<file path="config.mk">
export PLATFORM = sky130hd
export DESIGN_NAME = stream_packet_arbiter
export DESIGN_NICKNAME = d
export VERILOG_FILES = /design/src/rtl/stream_packet_arbiter.sv
export SDC_FILE = /design/constraint.sdc
export NUM_CORES = 1
export LEC_CHECK = 0
export BUFFER_PORTS_ARGS = -buffer_cell sky130_fd_sc_hd__buf_2
export CAP_MARGIN = 25
export CORE_ASPECT_RATIO = 0.6
export CORE_MARGIN = 2
export CORE_UTILIZATION = 33
export DETAILED_ROUTE_END_ITERATION = 10
export GPL_ROUTABILITY_DRIVEN = 1
export HOLD_SLACK_MARGIN = 0.02
export PLACE_DENSITY = 0.77
export SYNTH_ARGS = -nofsm -noshare
export SYNTH_HDL_FRONTEND = slang
export SYNTH_SLANG_ARGS = --single-unit
export TNS_END_PERCENT = 20
</file>
<file path="constraint.sdc">
create_clock -name i_clk -period 1.6 [get_ports i_clk]
set_clock_uncertainty 0.05 [all_clocks]
set_input_delay 0.32 -clock i_clk [delete_from_list [all_inputs] [get_ports i_clk]]
set_output_delay 0.32 -clock i_clk [all_outputs]
set_load 0.03 [all_outputs]
</file>
<file path="src/rtl/stream_packet_arbiter.sv">
`default_nettype none
// ============================================================================
// Module      : stream_packet_arbiter
// Description : Packet-locked 2:1 AXI-Stream arbiter, port 0 priority with a
//               starvation limit for port 1, one registered output stage.
// Revision    : 1.0 - initial release
// ============================================================================
module stream_packet_arbiter #(
    parameter int DATA_W       = 64,
    parameter int STARVE_LIMIT = 4
) (
    input  logic              i_clk,
    input  logic              i_rst_n,
    input  logic [DATA_W-1:0] i_s_axis0_tdata,
    input  logic              i_s_axis0_tvalid,
    input  logic              i_s_axis0_tlast,
    output logic              o_s_axis0_tready,
    input  logic [DATA_W-1:0] i_s_axis1_tdata,
    input  logic              i_s_axis1_tvalid,
    input  logic              i_s_axis1_tlast,
    output logic              o_s_axis1_tready,
    output logic [DATA_W-1:0] o_m_axis_tdata,
    output logic              o_m_axis_tvalid,
    output logic              o_m_axis_tlast,
    input  logic              i_m_axis_tready,
    output logic [1:0]        o_grant,
    output logic [3:0]        o_starve_cnt
);

    typedef enum logic [1:0] {
        IDLE = 2'd0,
        PKT0 = 2'd1,
        PKT1 = 2'd2
    } state_t;

    localparam logic [3:0] c_STARVE_LIMIT = 4'(STARVE_LIMIT);

    state_t            r_state;
    state_t            w_state_nxt;
    logic [DATA_W-1:0] r_m_tdata;
    logic              r_m_tvalid;
    logic              r_m_tlast;
    logic [3:0]        r_starve_cnt;

    logic              w_adv;
    logic              w_sel;
    logic              w_rdy0;
    logic              w_rdy1;
    logic              w_xfer;
    logic              w_xfer_last;
    logic [1:0]        w_grant;

    assign w_adv = !r_m_tvalid || i_m_axis_tready;

    always_ff @(posedge i_clk) begin
        if (!i_rst_n) begin
            r_state <= IDLE;
        end else begin
            r_state <= w_state_nxt;
        end
    end

    always_comb begin
        w_sel       = 1'b0;
        w_grant     = 2'b00;
        w_state_nxt = r_state;
        case (r_state)
            IDLE: w_sel = i_s_axis1_tvalid &&
                          (!i_s_axis0_tvalid || (r_starve_cnt >= c_STARVE_LIMIT));
            PKT0: begin
                w_sel   = 1'b0;
                w_grant = 2'b01;
            end
            PKT1: begin
                w_sel   = 1'b1;
                w_grant = 2'b10;
            end
            default: w_state_nxt = IDLE;
        endcase

        // Readies are forced low while reset is held so no beat is consumed.
        w_rdy0      = i_rst_n && w_adv && !w_sel;
        w_rdy1      = i_rst_n && w_adv && w_sel;
        w_xfer      = (w_rdy0 && i_s_axis0_tvalid) || (w_rdy1 && i_s_axis1_tvalid);
        w_xfer_last = w_sel ? i_s_axis1_tlast : i_s_axis0_tlast;

        if (w_xfer) begin
            if (w_xfer_last) begin
                w_state_nxt = IDLE;
            end else begin
                w_state_nxt = w_sel ? PKT1 : PKT0;
            end
        end
    end

    always_ff @(posedge i_clk) begin
        if (!i_rst_n) begin
            r_m_tdata  <= '0;
            r_m_tvalid <= 1'b0;
            r_m_tlast  <= 1'b0;
        end else if (w_xfer) begin
            r_m_tdata  <= w_sel ? i_s_axis1_tdata : i_s_axis0_tdata;
            r_m_tlast  <= w_xfer_last;
            r_m_tvalid <= 1'b1;
        end else if (w_adv) begin
            r_m_tvalid <= 1'b0;
        end
    end

    // Counts port-0 packets that finish while port 1 is waiting.
    always_ff @(posedge i_clk) begin
        if (!i_rst_n) begin
            r_starve_cnt <= 4'd0;
        end else if (w_xfer && w_xfer_last) begin
            if (w_sel || !i_s_axis1_tvalid) begin
                r_starve_cnt <= 4'd0;
            end else if (r_starve_cnt < c_STARVE_LIMIT) begin
                r_starve_cnt <= r_starve_cnt + 4'd1;
            end
        end
    end

    assign o_s_axis0_tready = w_rdy0;
    assign o_s_axis1_tready = w_rdy1;
    assign o_m_axis_tdata   = r_m_tdata;
    assign o_m_axis_tvalid  = r_m_tvalid;
    assign o_m_axis_tlast   = r_m_tlast;
    assign o_grant          = w_grant;
    assign o_starve_cnt     = r_starve_cnt;

endmodule
`default_nettype wire

</file>
Word level (Yosys, flattened, before mapping). Index checks and enable logic that the tools add are counted.

Register bits: 72. Bits in latches: 0. Bits in writable memories: 0. Bits in read-only memories: 0. Input bits: 135. Output and inout bits: 74. Logic and storage cells: 43. Memories: 0.

Add/subtract/negate cells: 1. $mul: 0. Divide/modulo/power cells: 0. Magnitude comparators: 2. Equality and inequality tests: 3. Shifts and indexed selects: 0. Multiplexer cells: 12. Bitwise logic cells: 0. Reductions and logical operators: 20.

Operators by type and width (count): $mux 64 (1); $mux 2 (4); $mux 4 (2); $logic_and 1x1->1 (7); $add 4x1->4 const B (1); $ge 4x3->1 const B (1); $logic_not 1->1 (4); $logic_or 1x1->1 (4); $lt 4x3->1 const B (1); $pmux 2 s2 (1); $reduce_bool 2->1 (2); $mux 1 (3); $reduce_or 3->1 (1); $eq 2x1->1 const B (1); $eq 2x2->1 const B (1); $logic_not 2->1 (1); $ne 2x1->1 const B (1); $pmux 1 s2 (1); $reduce_and 2->1 (1).

Depth between registers and ports, before layout. Gate-level depths: netlist of run 1.

Depth in word-level cells: 10. Gate-level depth with buffers: 7.

Worst setup path after synthesis of run 1. No wires, ideal clock.

Path type: register to output. Start: register r_starve_cnt[3] (netlist: o_starve_cnt[3]). End: output o_s_axis1_tready. Data arrival time: 1.861 ns. Data required time: 1.230 ns. Path slack: -0.631 ns. Cell stages (with the launch flop): 7. Cell sequence: dfxtp_1 > nor4b_4 > or3_1 > buf_6 > buf_6 > buf_6 > nor2_1.

Cells in the longest elaborated chain, start to end: 5.

Ends and longest elaborated chain: start: declaration (line 43) `logic [3:0] r_starve_cnt;`; start signal: assignment (line 118) `r_starve_cnt <= r_starve_cnt + 4'd1;`; $ge 4x3->1 (line 69) `(!i_s_axis0_tvalid || (r_starve_cnt >= c_STARVE_LIMIT));`; $logic_or 1x1->1 (line 69); $logic_and 1x1->1 (line 68) `IDLE: w_sel = i_s_axis1_tvalid &&`; $pmux 1 s2 (line 67) `case (r_state)`; $logic_and 1x1->1 (line 83) `w_rdy1 = i_rst_n && w_adv && w_sel;`; end: declaration (line 21) `output logic o_s_axis1_tready,`.

Every way passes these cells.

Final worst setup path of run 1.
Start: register r_state[1]. End: output o_s_axis1_tready.

Cells in the longest elaborated chain, start to end: 3.

Ends and longest elaborated chain: start: declaration (line 38) `state_t r_state;`; start signal: assignment (line 59) `r_state <= w_state_nxt;`; $eq 2x2->1 or $logic_not 2->1 (tied branches) (line 67); $pmux 1 s2 (*) (line 67); $logic_and 1x1->1 (*) (line 83).

Mark *: on every way between the ends. The rest lies on a longest branch, timed or not.

==> reports/metrics.yaml, run 1 <==
synth:
  synth_edf_count: 0
  synthFlopType: "dfxtp_1"
  syn_nets: 476
  yosys_warnings: 0
  seq_area_frac_synth_pct: 45.28
  synth_cells: 340
  ys_async_sr_fraction_pct: 0
  ys_types: 31
  synth-seq-cells: 72
  syn_avg_cell_area_um2: 9.362
  syn-cell-area_um2: 3183
timing:
  worst_slew_pin_slew_ps: 360.1
  finalCritPeriodShare_pct: 113.3
  whs_ps: 217.7
  tns_ps: -7518
  clock.fmax_mhz: 551.6
  max_slew_margin_pct: 75.95
  layout_min_cycle_time_ps: 1813
  setup_viol: 71
  rsz0062_at_grt: "yes"
  finalWorstSetupSlack_ps: -212.9
  drv_slew: 0
  hold_viol: 0
finish:
  diodes: 0
  syn2layout_area_growth_pct: 58.29
  final_cell_mix: "buf_2, dfxtp_1, o21ai_0, a21oi_1, mux2i_1"
  mostFrequentLayoutCell: "buf_2"
  drive_above_1_share_pct: 48.22
  nets: 693
drt:
  drt-wirelength-per-cell_um: 15.67
  dr.pass1.iters: 5
  drc_errors: 0
  drt_wl_total_um: 10840
  postRouteAntennaNets: 0
  viasPerCell: 4.962
  drt_iter0_drc: 185
  vias: 3434
outcome:
  status: "complete, but fails checks"
  violations: "negative setup slack"
floorplan:
  die_x_um: 130.8
  dieArea_um2: 10470
  core-area_um2: 9256
  die_h_um: 80.08
  io_pins: 209
  initial_core_util_pct: 34.39
  rows: 27
critical_path:
  cp_data_required_time_ps: 1230
  criticalPathCategory: "flip-flop to output pin"
  arrival_ps: 1440
  worst_setup_path_start_kind: "flip-flop"
  slowest_stage: "dfxtp_4"
  max_stage_delay_ps: 360
  worstSetupEndpointType: "output pin"
  cp_max_fo: 4
  worstPathCellList: "nor4b_4 -> or3_4 -> nor2_4 -> buf_6"
global_routing:
  grt_pass1_vias: 2977
  grt-ovfl-total: 0
  grt_pass1_wl_um: 14260
  antenna_found_initial: 2
  grt_start_max_net_pins: 72
  grt_usage_pct: 17.61
power_and_ir_drop:
  total_power_w: 0.005376
  powerDensity_nw_per_um2: 1067
  max-vdd-ir-drop_uv: 557.6
  p_leak_nw: 2.663
placement:
  routabilityCongestion: 0.8755
  port-buffer-count: 208
  dp_hpwl_um: 7012
  pre_cts_ws_ps: -136.8
clock_tree:
  clk_path_buf_depth: 2
  cts-root-buf: "clkbuf_16"
  clk_latency_ps: 320
  ctsHtreeMaxLevel: 3
  numCtsBuffers: 9
  cts_tree: "built"
  cts.sinks: 72
  path_clk_slew_ps: 60
job:
  maxCapViolations: 0
min_path:
  hp-class: "input pin to flip-flop"
==> cell families after synthesis <==
kind of cell             share of synthesized area, %
multiplexers                                    20.13
adder cells (fa/ha/maj)                        0.3930
flip-flops                                      45.28
AO/OA/AOI/OAI                                   23.31
buffers and inverters                           5.542
AND/OR/NAND/NOR                                 5.346
==> area by class of cell <==
type / instances / area [um2]
Sequential cell: 72 / 1454
Fill cell: 837 / 4218
Inverter: 1 / 3.754
Clock inverter: 3 / 40.04
Clock buffer: 13 / 260.3
Tap cell: 130 / 162.7
Multi-Input combinational cell: 237 / 1632
Timing Repair Buffer: 236 / 1486
==> synth_stat cells, drive strengths merged (6+ instances only) <==
library cell | n | area (um2)
mux2i | 64 | 640.6
nand2 | 6 | 22.52
buf | 17 | 123.9
o21ai | 66 | 330.3
a21oi | 68 | 340.3
nor2 | 8 | 30.03
dfxtp | 72 | 1441
clkbuf | 13 | 48.80
==> layer usage <==
metal	global-route usage (%)	vias up	wire length, um
li1	-	1670	-
met1	20.79	1583	4567
met2	29.58	161	5223
met3	6.795	16	899
met4	5.638	4	128
met5	0	-	23
==> report_power, final <==
part / internal, W / switching, W / leakage, nW / total [W]
Sequential: 0.00195 / 0.0000767 / 0.598 / 0.00203
Clock: 0.00129 / 0.000713 / 0.150 / 0.00200
Combinational: 0.000560 / 0.000791 / 1.92 / 0.00135
==> sequential cells by signal, summed over array words and instances (netlist names) <==
register         flops
o_starve_cnt         4
o_m_axis_tlast       1
o_m_axis_tvalid      1
o_m_axis_tdata      64
r_state              2
==> final timing paths <==
path                                          start                  to  slack (ps)  depth (start not counted)
worst max register to register           r_state[1]  o_m_axis_tdata[18]        -160                          6
worst min register to register      o_starve_cnt[0]     o_starve_cnt[0]         470                          2
worst max-delay path                     r_state[1]    o_s_axis1_tready        -210                          4
worst min-delay path            i_s_axis1_tdata[56]  o_m_axis_tdata[56]         220                          3
==> metrics by stage <==
stage / cell area (um2) / std cells / utilization [%]
final: 5039 / 692 / 54.43
after global routing: 5039 / 692 / 54.43
after detailed placement: 4407 / 661 / 47.61
after global placement: 4407 / 661 / 47.61
after CTS: 4772 / 680 / 51.55
after floorplan: 3207 / 340 / -
==> worst max-delay path: cells and delay by family (launching register included) <==
family	cells	cell delay [ps]
buffers and inverters	1	130
and+or+nand+nor	3	630
DFF	1	360
==> timing repair <==
item,CTS,global route
pin swaps,3,22
buffers inserted,2,5
resized for setup,7,15
setup endpoints to repair,71,74
cloned,1,7
hold buffers,0,0
No activity file was read; power rests on OpenSTA's default activity.
==> inputs of run 2 (changes only) <==
--- a/config.mk
+++ b/config.mk
@@ -7,13 +7,15 @@
 export LEC_CHECK = 0
 export BUFFER_PORTS_ARGS = -buffer_cell sky130_fd_sc_hd__buf_2
 export CAP_MARGIN = 25
+export CELL_PAD_IN_SITES_DETAIL_PLACEMENT = 0
+export CELL_PAD_IN_SITES_GLOBAL_PLACEMENT = 1
 export CORE_ASPECT_RATIO = 0.6
 export CORE_MARGIN = 2
-export CORE_UTILIZATION = 33
+export CORE_UTILIZATION = 29
 export DETAILED_ROUTE_END_ITERATION = 10
 export GPL_ROUTABILITY_DRIVEN = 1
 export HOLD_SLACK_MARGIN = 0.02
-export PLACE_DENSITY = 0.77
+export PLACE_DENSITY = 0.88
 export SYNTH_ARGS = -nofsm -noshare
 export SYNTH_HDL_FRONTEND = slang
 export SYNTH_SLANG_ARGS = --single-unit
==> constraint.sdc (replaced) <==
create_clock -name i_clk -period 2 [get_ports i_clk]
set_clock_uncertainty 0.05 [all_clocks]
set_input_delay 0.4 -clock i_clk [delete_from_list [all_inputs] [get_ports i_clk]]
set_output_delay 0.4 -clock i_clk [all_outputs]
set_load 0.03 [all_outputs]
==> run 2 against run 1 <==
Compared with the run above: the flow now finishes without violations; flip-flop and latch count stayed put; die area is 13% higher; cell count is 1.9% lower; largest power group unchanged.
==> reports/metrics.yaml, run 2 (same netlist as run 1, synthesis figures left out) <==
global_routing:
  grt_usage_pct: 15.28  # -2.3 points
  antenna_found_initial: 1  # -1
  grt_pass1_wl_um: 14840  # +4.1%
  grt-ovfl-total: 0  # unchanged
  grt_pass1_vias: 3290  # +11%
  grt_start_max_net_pins: 72  # unchanged
clock_tree:
  cts-root-buf: "clkbuf_16"
  clk_latency_ps: 320  # about the same
  cts.sinks: 72  # unchanged
  path_clk_slew_ps: 60  # about the same
  cts_tree: "built"
  numCtsBuffers: 9  # unchanged
  clk_path_buf_depth: 2  # unchanged
  ctsHtreeMaxLevel: 3  # unchanged
finish:
  final_cells: 679  # -1.9%
  final_cell_mix: "buf_2, dfxtp_1, a21oi_1, o21ai_0, mux2i_1"
  mostFrequentLayoutCell: "buf_2"
  drive_above_1_share_pct: 43.97  # -4.3 points
  largest_register_ff_count: 64  # unchanged
  nets: 670  # -3.3%
  syn2layout_area_growth_pct: 44.58
  fillCellCount: 1038  # +24%
  utilization_pct: 43.29  # -11 points
min_path:
  holdPathStages: 3  # unchanged
  hp-class: "input pin to flip-flop"
  hp-start: "i_s_axis1_tdata[9]"
  hold_end: "o_m_axis_tdata[9]"
critical_path:
  worstSetupStartpoint: "r_state[1]"
  reg2reg_depth: 5  # -1
  criticalPathCategory: "flip-flop to output pin"
  cp_max_fo: 4  # unchanged
  timing.reg2reg.setup_slack_ps: 160  # +320 ps
  timing.rr.start: "o_starve_cnt[3]"
  r2r_end: "o_m_axis_tdata[51]"
  arrival_ps: 1490  # +50 ps
  cp_data_required_time_ps: 1550  # +320 ps
  worst_setup_path_start_kind: "flip-flop"
  worstSetupEndpointType: "output pin"
outcome:
  status: "finished clean"
timing:
  worst_slew_pin_slew_ps: 606.9  # +246.8 ps
  max_slew_margin_pct: 59.54  # -16 points
  hold_viol: 0  # unchanged
  clock.fmax_mhz: 515.8
  layout_min_cycle_time_ps: 1939
  rsz0062_at_grt: "no"
  finalCritPeriodShare_pct: 96.94
  tns_ps: 0  # +7518 ps
  setup_viol: 0  # -100%
  drv_slew: 0  # unchanged
drt:
  drc_errors: 0  # unchanged
  viasPerCell: 4.679  # -5.7%
  drt-wirelength-per-cell_um: 13.28  # -15%
  vias: 3177  # -7.5%
  drt_wl_total_um: 9019  # -17%
  postRouteAntennaNets: 0  # unchanged
  dr.pass1.iters: 4  # -1
  drt_iter0_drc: 85  # -54%
floorplan:
  core-area_um2: 10630  # +15%
  die_h_um: 85.15  # +6.3%
  die_x_um: 139.3  # +6.5%
  io_pins: 209  # unchanged
  initial_core_util_pct: 29.94  # -4.4 points
  rows: 29  # +7.4%
  dieArea_um2: 11860  # +13%
placement:
  port-buffer-count: 208  # unchanged
  routabilityCongestion: 0.8377  # -4.3%
  dp_hpwl_um: 6514  # -7.1%
  place_inst: 662  # +0.15%
power_and_ir_drop:
  max-vdd-ir-drop_uv: 375.7  # -33%
  comb_power_share_pct: 23.3  # -1.8 points
  p_int_w: 0.002774  # -27%
  switchingPower_w: 0.001207  # -24%
  powerDensity_nw_per_um2: 865.1  # -19%
  seqPwrFrac_pct: 40.7  # +3.0 points
  clkPwrFrac_pct: 36.0  # -1.2 points
  netSwitchingFraction_pct: 30.33  # +0.93 points
  p_leak_nw: 2.488  # -6.6%
job:
  maxCapViolations: 0  # unchanged
[run 2: cell type report]
cell class              count  area, um2  share of cell area (%)
well taps                 139      173.9                   3.779
flip-flops and latches     72       1448                   31.46
clock inverters             4      20.02                  0.4350
clock buffers              12      246.5                   5.356
repair buffers            213       1119                   24.31
multi-input cells         237       1589                   34.53
inverters                   1      3.754                 0.08157
diodes                      1      2.502                 0.05438
[run 2: power by group through the flow]
stage / Clock (W) / Sequential, W / Combinational [W]
global route: 0.00155 / 0.00163 / 0.00101
finish: 0.00143 / 0.00162 / 0.000927
detailed placement: 0 / 0.00165 / 0.000935
floorplan: 0 / 0.00189 / 0.000362
global placement: 0 / 0.00164 / 0.000918
CTS: 0.00150 / 0.00162 / 0.000935
[run 2: how the worst max path moves through the flow]
stage | to | slack [ps] | depth (start not counted)
2_1_floorplan | o_s_axis1_tready | 50 | 6
3_3_place_gp | o_m_axis_tdata[58] | 110 | 6
3_5_place_dp | o_m_axis_tdata[47] | 50 | 6
4_1_cts | o_s_axis1_tready | 20 | 4
5_1_grt | o_s_axis1_tready | 8 | 4
6_report | o_s_axis1_tready | 60 | 4
[run 2: through the flow]
| stage | total power (W) | area (um2) | hold WS [ps] | worst slack [ps] |
|---|---|---|---|---|
| 3_5_place_dp | 0.002584 | 4327 | 440.8 | 52.94 |
| 5_1_grt | 0.004193 | 4602 | 301.6 | 7.677 |
| 2_1_floorplan | 0.002256 | 3193 | 493.3 | 50.74 |
| 6_report | 0.003981 | 4602 | 312.5 | 61.10 |
| 3_3_place_gp | 0.002562 | 4327 | 428.2 | 108.7 |
| 4_1_cts | 0.004054 | 4594 | 299.4 | 17.67 |
[run 2: critical path: stages (launching register included)]
cell      delay, ps
dfxtp_2         380
nor4b_4          70
or3_4           400
nor2_4          120
clkbuf_4        200
[run 2: repair_timing]
item | 4_1_cts | 5_1_grt
gates resized for setup | 1 | 2
hold buffers | 0 | 0
setup buffers | 0 | 0
setup endpoints to repair | 1 | 1
[run 2: layer usage]
metal / wire length (um) / global-route usage, %
met1: 4107 / 17.83
met2: 4049 / 25.58
met3: 700 / 5.982
met4: 161 / 5.877
met5: 0 / 0
